===== src/rtl/pwm_pkg.sv =====
// Shared constants and FSM state encoding for the PWM capture block.
package pwm_pkg;

  localparam int unsigned PWM_N_DEFAULT = 8;

  typedef logic [1:0] pwm_state_t;

  localparam pwm_state_t ST_IDLE = 2'd0;
  localparam pwm_state_t ST_HIGH = 2'd1;
  localparam pwm_state_t ST_LOW  = 2'd2;

endpackage


===== src/rtl/pwm_sync_edge.sv =====
// Two-flop synchronizer for the asynchronous PWM input plus rise/fall
// detection against a third registered copy.
module pwm_sync_edge (
  input  logic clk_i,
  input  logic rst_ni,
  input  logic pwm_i,
  output logic level_o,
  output logic rise_c,
  output logic fall_c
);

  logic sync1_q;
  logic sync2_q;
  logic sync3_q;

  always_ff @(posedge clk_i) begin
    if (!rst_ni) begin
      sync1_q <= 1'b0;
      sync2_q <= 1'b0;
      sync3_q <= 1'b0;
    end else begin
      sync1_q <= pwm_i;
      sync2_q <= sync1_q;
      sync3_q <= sync2_q;
    end
  end

  assign level_o = sync2_q;
  assign rise_c  = sync2_q & ~sync3_q;
  assign fall_c  = ~sync2_q & sync3_q;

endmodule


===== src/rtl/pwm_capture.sv =====
// PWM decoder: measures high time and rise-to-rise period of an asynchronous
// PWM input and flags inputs stuck low or high for a full nominal period.
module pwm_capture
  import pwm_pkg::*;
#(
  parameter int unsigned n = PWM_N_DEFAULT
) (
  input  logic         clk,
  input  logic         reset,
  input  logic         pwm_in,
  output logic [n-1:0] duty_out,
  output logic [n:0]   period_out,
  output logic         duty_valid,
  output logic         stuck_low,
  output logic         stuck_high
);

  localparam int unsigned CW = n + 1;
  localparam logic [CW-1:0] CNT_MAX = {1'b1, {n{1'b0}}};

  function automatic logic [CW-1:0] sat_inc(input logic [CW-1:0] v);
    return (v >= CNT_MAX) ? CNT_MAX : v + CW'(1);
  endfunction

  logic level;
  logic rise;
  logic fall;

  pwm_sync_edge u_sync_edge (
    .clk_i  (clk),
    .rst_ni (reset),
    .pwm_i  (pwm_in),
    .level_o(level),
    .rise_c (rise),
    .fall_c (fall)
  );

  pwm_state_t    state_q, state_d;
  logic [CW-1:0] per_q, per_d;
  logic [CW-1:0] high_q, high_d;
  logic [CW-1:0] low_q, low_d;
  logic [n-1:0]  duty_q, duty_d;
  logic [CW-1:0] period_q, period_d;
  logic          valid_q, valid_d;
  logic          stuck_low_q, stuck_low_d;
  logic          stuck_high_q, stuck_high_d;

  logic [CW-1:0] per_inc;
  logic [CW-1:0] high_inc;
  logic [CW-1:0] low_inc;

  assign per_inc  = sat_inc(per_q);
  assign high_inc = sat_inc(high_q);
  assign low_inc  = sat_inc(low_q);

  always_ff @(posedge clk) begin
    if (!reset) begin
      state_q      <= ST_IDLE;
      per_q        <= '0;
      high_q       <= '0;
      low_q        <= '0;
      duty_q       <= '0;
      period_q     <= '0;
      valid_q      <= 1'b0;
      stuck_low_q  <= 1'b0;
      stuck_high_q <= 1'b0;
    end else begin
      state_q      <= state_d;
      per_q        <= per_d;
      high_q       <= high_d;
      low_q        <= low_d;
      duty_q       <= duty_d;
      period_q     <= period_d;
      valid_q      <= valid_d;
      stuck_low_q  <= stuck_low_d;
      stuck_high_q <= stuck_high_d;
    end
  end

  always_comb begin
    state_d      = state_q;
    per_d        = per_q;
    high_d       = high_q;
    low_d        = low_q;
    duty_d       = duty_q;
    period_d     = period_q;
    valid_d      = 1'b0;
    stuck_low_d  = stuck_low_q;
    stuck_high_d = stuck_high_q;

    case (state_q)
      ST_IDLE: begin
        if (rise) begin
          state_d     = ST_HIGH;
          per_d       = CW'(1);
          high_d      = CW'(1);
          low_d       = '0;
          stuck_low_d = 1'b0;
        end else if (!level) begin
          low_d = low_inc;
        end
      end
      ST_HIGH: begin
        per_d = per_inc;
        if (fall) begin
          state_d = ST_LOW;
          low_d   = CW'(1);
        end else begin
          high_d = high_inc;
          if (high_inc == CNT_MAX) begin
            stuck_high_d = 1'b1;
          end
        end
      end
      ST_LOW: begin
        if (rise) begin
          state_d = ST_HIGH;
          per_d   = CW'(1);
          high_d  = CW'(1);
          low_d   = '0;
          // A period that contained a stuck condition is not a valid measurement
          if (!stuck_low_q && !stuck_high_q) begin
            duty_d   = high_q[n-1:0];
            period_d = per_q;
            valid_d  = 1'b1;
          end
          stuck_low_d  = 1'b0;
          stuck_high_d = 1'b0;
        end else begin
          per_d = per_inc;
          low_d = low_inc;
        end
      end
      default: begin
        state_d = ST_IDLE;
      end
    endcase

    // Stuck-low reports a single 0% measurement, shared by IDLE and LOW
    if (state_q != ST_HIGH && !rise && !level && !stuck_low_q && low_inc == CNT_MAX) begin
      stuck_low_d = 1'b1;
      duty_d      = '0;
      period_d    = CNT_MAX;
      valid_d     = 1'b1;
    end
  end

  assign duty_out   = duty_q;
  assign period_out = period_q;
  assign duty_valid = valid_q;
  assign stuck_low  = stuck_low_q;
  assign stuck_high = stuck_high_q;

endmodule


===== config.mk =====
export PLATFORM = sky130hd
export DESIGN_NAME = pwm_capture
export DESIGN_NICKNAME = d
export VERILOG_FILES = /design/src/rtl/pwm_pkg.sv /design/src/rtl/pwm_sync_edge.sv /design/src/rtl/pwm_capture.sv
export SDC_FILE = /design/constraint.sdc
export NUM_CORES = 1
export LEC_CHECK = 0
export CAP_MARGIN = 10
export CORE_MARGIN = 3
export CORE_UTILIZATION = 40
export DETAILED_ROUTE_END_ITERATION = 7
export SLEW_MARGIN = 15
export SYNTH_ARGS = -nofsm -noshare
export SYNTH_HDL_FRONTEND = slang
export SYNTH_HIERARCHICAL = 1
export SYNTH_SLANG_ARGS = --single-unit

===== constraint.sdc =====
create_clock -name clk -period 2.4 [get_ports clk]
set_input_delay 0.6 -clock clk [delete_from_list [all_inputs] [get_ports clk]]
set_output_delay 0.6 -clock clk [all_outputs]
set_load 0.02 [all_outputs]

### Word-level counts from Yosys, hierarchy flattened

Index checks and enable logic that the tools add are counted.
Widths: inputs -> output; s select.

| word-level totals | value |
|---|---|
| bits in registers | 52 |
| input bits | 3 |
| output and inout bits | 20 |
| word-level logic and storage cells | 93 |

| cells by class | value |
|---|---|
| add/sub/neg operators | 3 |
| magnitude comparators | 3 |
| eq/ne operators | 12 |
| multiplexer cells | 30 |
| bitwise operators | 5 |
| reduce and logical (&&, ||, !) cells | 27 |

Operators by type and width:

| operator | count |
|---|---|
| $mux 9 | 14 |
| $pmux 9 s3 | 2 |
| $add 9x1->9 const B | 3 |
| $ge 9x9->1 const B | 3 |
| $eq 9x9->1 const B | 2 |
| $pmux 9 s2 | 1 |
| $reduce_and 3->1 | 4 |
| $reduce_bool 2->1 | 6 |
| $ne 2x2->1 const B | 5 |
| $mux 1 | 9 |
| $reduce_and 2->1 | 3 |
| $logic_and 1x1->1 | 5 |
| $logic_not 1->1 | 4 |
| $mux 2 | 2 |
| $ne 2x1->1 const B | 2 |
| $pmux 2 s2 | 1 |
| $reduce_and 4->1 | 1 |
| $reduce_or 2->1 | 2 |
| $ne 3x3->1 const B | 1 |
| $not 1->1 | 3 |
| $reduce_bool 3->1 | 1 |
| $and 1x1->1 | 2 |
| $eq 2x1->1 const B | 1 |
| $eq 2x2->1 const B | 1 |
| 2 further kinds | 2 |

### Longest topological paths before layout

Gate-level depths: netlist of run 1.

| depth | value |
|---|---|
| depth in word-level cells | 9 |
| mapped depth | 8 |
| mapped depth without buffers | 6 |

### By module

The synthesis of run 1 kept the hierarchy.

Modules (own cells, without submodules):

| module | instances | cells each | area an instance (µm²) | seq. area each (µm²) |
|---|---|---|---|---|
| pwm_capture | 1 | 287 | 2508.7 | 980.9 |
| pwm_sync_edge | 1 | 8 | 91.3 | 60.1 |

### Worst setup path before layout of run 1

Ideal clock, no wire load.

| timing path | value |
|---|---|
| path type | flip-flop to flip-flop |
| start point | register state_q[0] |
| end point | register high_q[5] |
| setup time | 0.074 ns |
| arrival | 1.978 ns |
| data required time | 2.326 ns |
| setup slack | 0.347 ns |
| stages on the path, launching flop included | 7 |
| buffers on the path | 0 |
| period minus slack after synthesis | 2.053 ns |
| path through | dfxtp_1 -> inv_1 -> ha_1 -> or3_1 -> or3_4 -> or4_1 -> o21ai_0 |

| on the way | value |
|---|---|
| cells in the longest elaborated chain, start to end | 4 |
| elaborated cells on any way between the ends | 9 |
| those cells by class | 4 x eq/ne; 1 x mux; 4 x reduce/logical |

RTL lines:

| element | line | source |
|---|---|---|
| from (decl) | pwm_capture.sv:38 | `pwm_state_t state_q, state_d;` |
| from (signal assigned) | pwm_capture.sv:68 | `state_q <= state_d;` |
| $eq 2x2->1 / $logic_not 2->1 (equally long branches) | pwm_capture.sv:91 | `case (state_q)` |
| $reduce_or 2->1 (no line) | -- |  |
| $ne 2x1->1 (no line) / $reduce_bool 2->1 (equally long branches) | -- |  |
| $reduce_and 3->1 (no line) | -- |  |
| to (signal assigned) | pwm_capture.sv:70 | `high_q <= high_d;` |
| to (decl) | pwm_capture.sv:40 | `logic [CW-1:0] high_q, high_d;` |

Parallel ways exist; a longest one is shown, timed or not.
A chain may end at the register's enable or synchronous reset.

### Worst setup path in the final report of run 1

Ends and elaborated chain as after synthesis.

==> reports/metrics.cfg, run 1 <==
[outcome]
run_status=finished clean

[logic_synthesis]
synth_top_family_by_area=simple AND/OR/NAND/NOR gates
synth-edff-count=0
synth-async-reset-ratio_pct=0
synth_mux_area_share_pct=6.98
yosys_warnings=6
synth_cell_types=54
synth-compound-area-share_pct=18.3
syn_area_mm2=0.00260
synth_seq_cells=52
ys_seq_area_share_pct=40.0
synthSimpleGateAreaFrac_pct=23.3
netlist_instances=295
synthAdderAreaFrac_pct=4.81
synth-xor-area-share_pct=2.02
synth_fp_nets=308
syn_area_per_cell_um2=8.81
synth_ff_type=dfxtp_1

[routing]
first_iter_violations=116
drt_pass1_iterations=4
wire_per_inst_um=15.2
via_per_inst=5.61
ant_nets=0
wirelength_um=6100
drc_errors=0
via_count=2255

[critical_path]
path_class=flip-flop to flip-flop
worstPathArrival_ns=2.50
start_kind=flip-flop
crit_path_end_kind=flip-flop
path_max_fanout=8
crit_required_ns=2.63

[sta]
relSlewSlack_pct=53.0
fmax_mhz=441
drv_slew=0
setup_slack_ns=0.132
rsz0062_at_grt=yes
holdWs_ns=0.463
fin_crit_sh_pct=94.5
hold_viol=0
fin_skew_ns=0.00526
min_period_ns=2.27
tightest_slew_ns=0.699
setup_violations=0

[grt]
grt_pass1_wl_um=10700
grt_start_max_net_pins=17
grt_pass1_vias=2198
overflow=0
grt_usage_pct=17.6
antenna_found_initial=0

[place]
place_inst=394
finalWeightedCongestion=0.829
hpwlAfterDp_um=4420
port_buffers=22
place_ws_ns=0.170

[cells_and_area]
final_common_cell=dfxtp_1
finalCoreUtilization_pct=51.2
areaGrowthSynthToFinish_pct=20.1
final_cell_mix=dfxtp_1, nor3_1, clkdlybuf4s50_1, nor2_1, a21oi_1
fin_cells=402
diodes=0
layout-drive-gt1-share_pct=11.6
nNetsFinal=339

[hold_path]
hold_path_class=flip-flop to flip-flop

[power]
switching_power_uw=408
power_frac_seq_pct=53.9
power_density_mw_per_mm2=531
p_comb_share_pct=9.9
p_sw_share_pct=24.6
p_clk_share_pct=36.2
ir_worst_vdd_mv=0.367
p_leak_uw=0.00106
p_int_uw=1250

[clock_network]
tritoncts=built
cts_buffer_depth=2
cts_buffers=5
clock-root-buffer=clkbuf_8
clk_latency_ns=0.30
cts_max_level=2
numClockSinks=52
clkTransAtPathRegs_ns=0.10

[die]
coreArea_mm2=0.00610
die_area_mm2=0.00750
rows=28
die_h_um=86.6
design.portCount=23
start_util_pct=42.7
fp.dieW_um=86.6

[run]
cap_viol_max_count=0

## logic make-up (layout without fill, tap and decap cells)
family,after synthesis,in the layout
DFF,52,52
xor gates and xnor gates,6,6
AOI/OAI and AO/OA,67,67
buffers and inverters,28,60
adders and majority gates,10,10
and+or+nand+nor,114,114
muxes,18,18
## critical path, cell delays in order (launching register included)
cell	delay [ns]
dfxtp_1	0.49
inv_1	0.10
ha_1	0.29
or3_1	0.40
or3_4	0.37
or4_1	0.47
o21ai_0	0.08
## power groups by stage
stage | Combinational, uW | Sequential (uW) | Clock (uW)
floorplan | 108 | 911 | 0
global route | 186 | 898 | 648
finish | 164 | 895 | 601
CTS | 160 | 895 | 616
detailed placement | 159 | 914 | 0
global placement | 158 | 915 | 0
## Yosys cell counts, drive strengths merged, types with 2 or more instances
cell / number / area, um^2
a41oi: 2 / 17.5
ha: 10 / 125
a2111oi: 2 / 23.8
nand4: 5 / 31.3
nor4: 4 / 25.0
clkbuf: 8 / 30.0
o221a: 3 / 33.8
mux2i: 17 / 170
a211oi: 8 / 65.1
and3: 2 / 12.5
or4: 2 / 15.0
nand2: 17 / 63.8
nand3: 10 / 50.1
a31o: 2 / 17.5
nor2b: 6 / 37.5
and2: 5 / 31.3
o211a: 3 / 30.0
nand2b: 4 / 25.0
xnor2: 5 / 43.8
or3: 4 / 30.0
buf: 5 / 30.0
a21oi: 18 / 90.1
nor2: 20 / 75.1
nor3: 23 / 115
a211o: 2 / 17.5
nor4b: 5 / 43.8
o21ai: 15 / 75.1
or2: 3 / 18.8
a311oi: 2 / 17.5
inv: 14 / 52.6
dfxtp: 52 / 1040
## what timing repair did
action	in CTS	in global routing
endpoints found under the setup margin	0	6
gates resized for setup	0	3
endpoints found under the hold margin	0	0
buffers inserted	0	0
hold buffers	0	0
## routing by layer
| layer | up-vias | routed length [um] | part of all wire [%] | track usage (%) |
|---|---|---|---|---|
| met1 | 1081 | 3090 | 51 | 25.3 |
| met3 | 8 | 183 | 3.0 | 3.04 |
| met4 | 0 | 89 | 1.5 | 5.24 |
| li1 | 1135 | - | - | - |
| met2 | 31 | 2740 | 45 | 26.8 |
| met5 | - | 0 | 0 | 0 |
## final timing paths
path,endpoint,slack [ns],cells after the start,startpoint
setup reg to reg,high_q[5],0.13,6,state_q[0]
hold reg to reg,u_sync_edge/level_o,0.46,1,u_sync_edge/sync1_q
hold / removal,u_sync_edge/level_o,0.46,1,u_sync_edge/sync1_q
setup / recovery,high_q[5],0.13,6,state_q[0]
## state kept, by name, summed over array words and instances, names as in the netlist
name and cells:
stuck_high 1, stuck_low 1, state_q 2, duty_valid 1, period_out 9, duty_out 8, high_q 9, u_sync_edge/sync3_q 1
u_sync_edge/sync1_q 1, low_q 9, u_sync_edge/level_o 1, per_q 9
## area by class of cell
class / count / area (um^2)
clock buffer: 5 / 68.8
inverter: 15 / 56.3
fill: 594 / 2970
clock inverter: 3 / 42.5
sequential: 52 / 1040
tap: 75 / 93.8
multi-input combinational: 215 / 1480
timing repair buffer: 37 / 345
## stage by stage
step                power, uW  area [um^2]  TNS (ns)
floorplan                1020         2600         0
global placement         1070         2990         0
detailed placement       1070         2990         0
CTS                      1670         3110         0
global route             1730         3120   -0.0558
finish                   1660         3120         0
Power figures use the tool's default switching activity.
==> run 2, diff against run 1 <==
- CAP_MARGIN: 10 -> 20
==> results of run 2 <==
No change in the layout: final DEF, timing and power equal those of run 1.
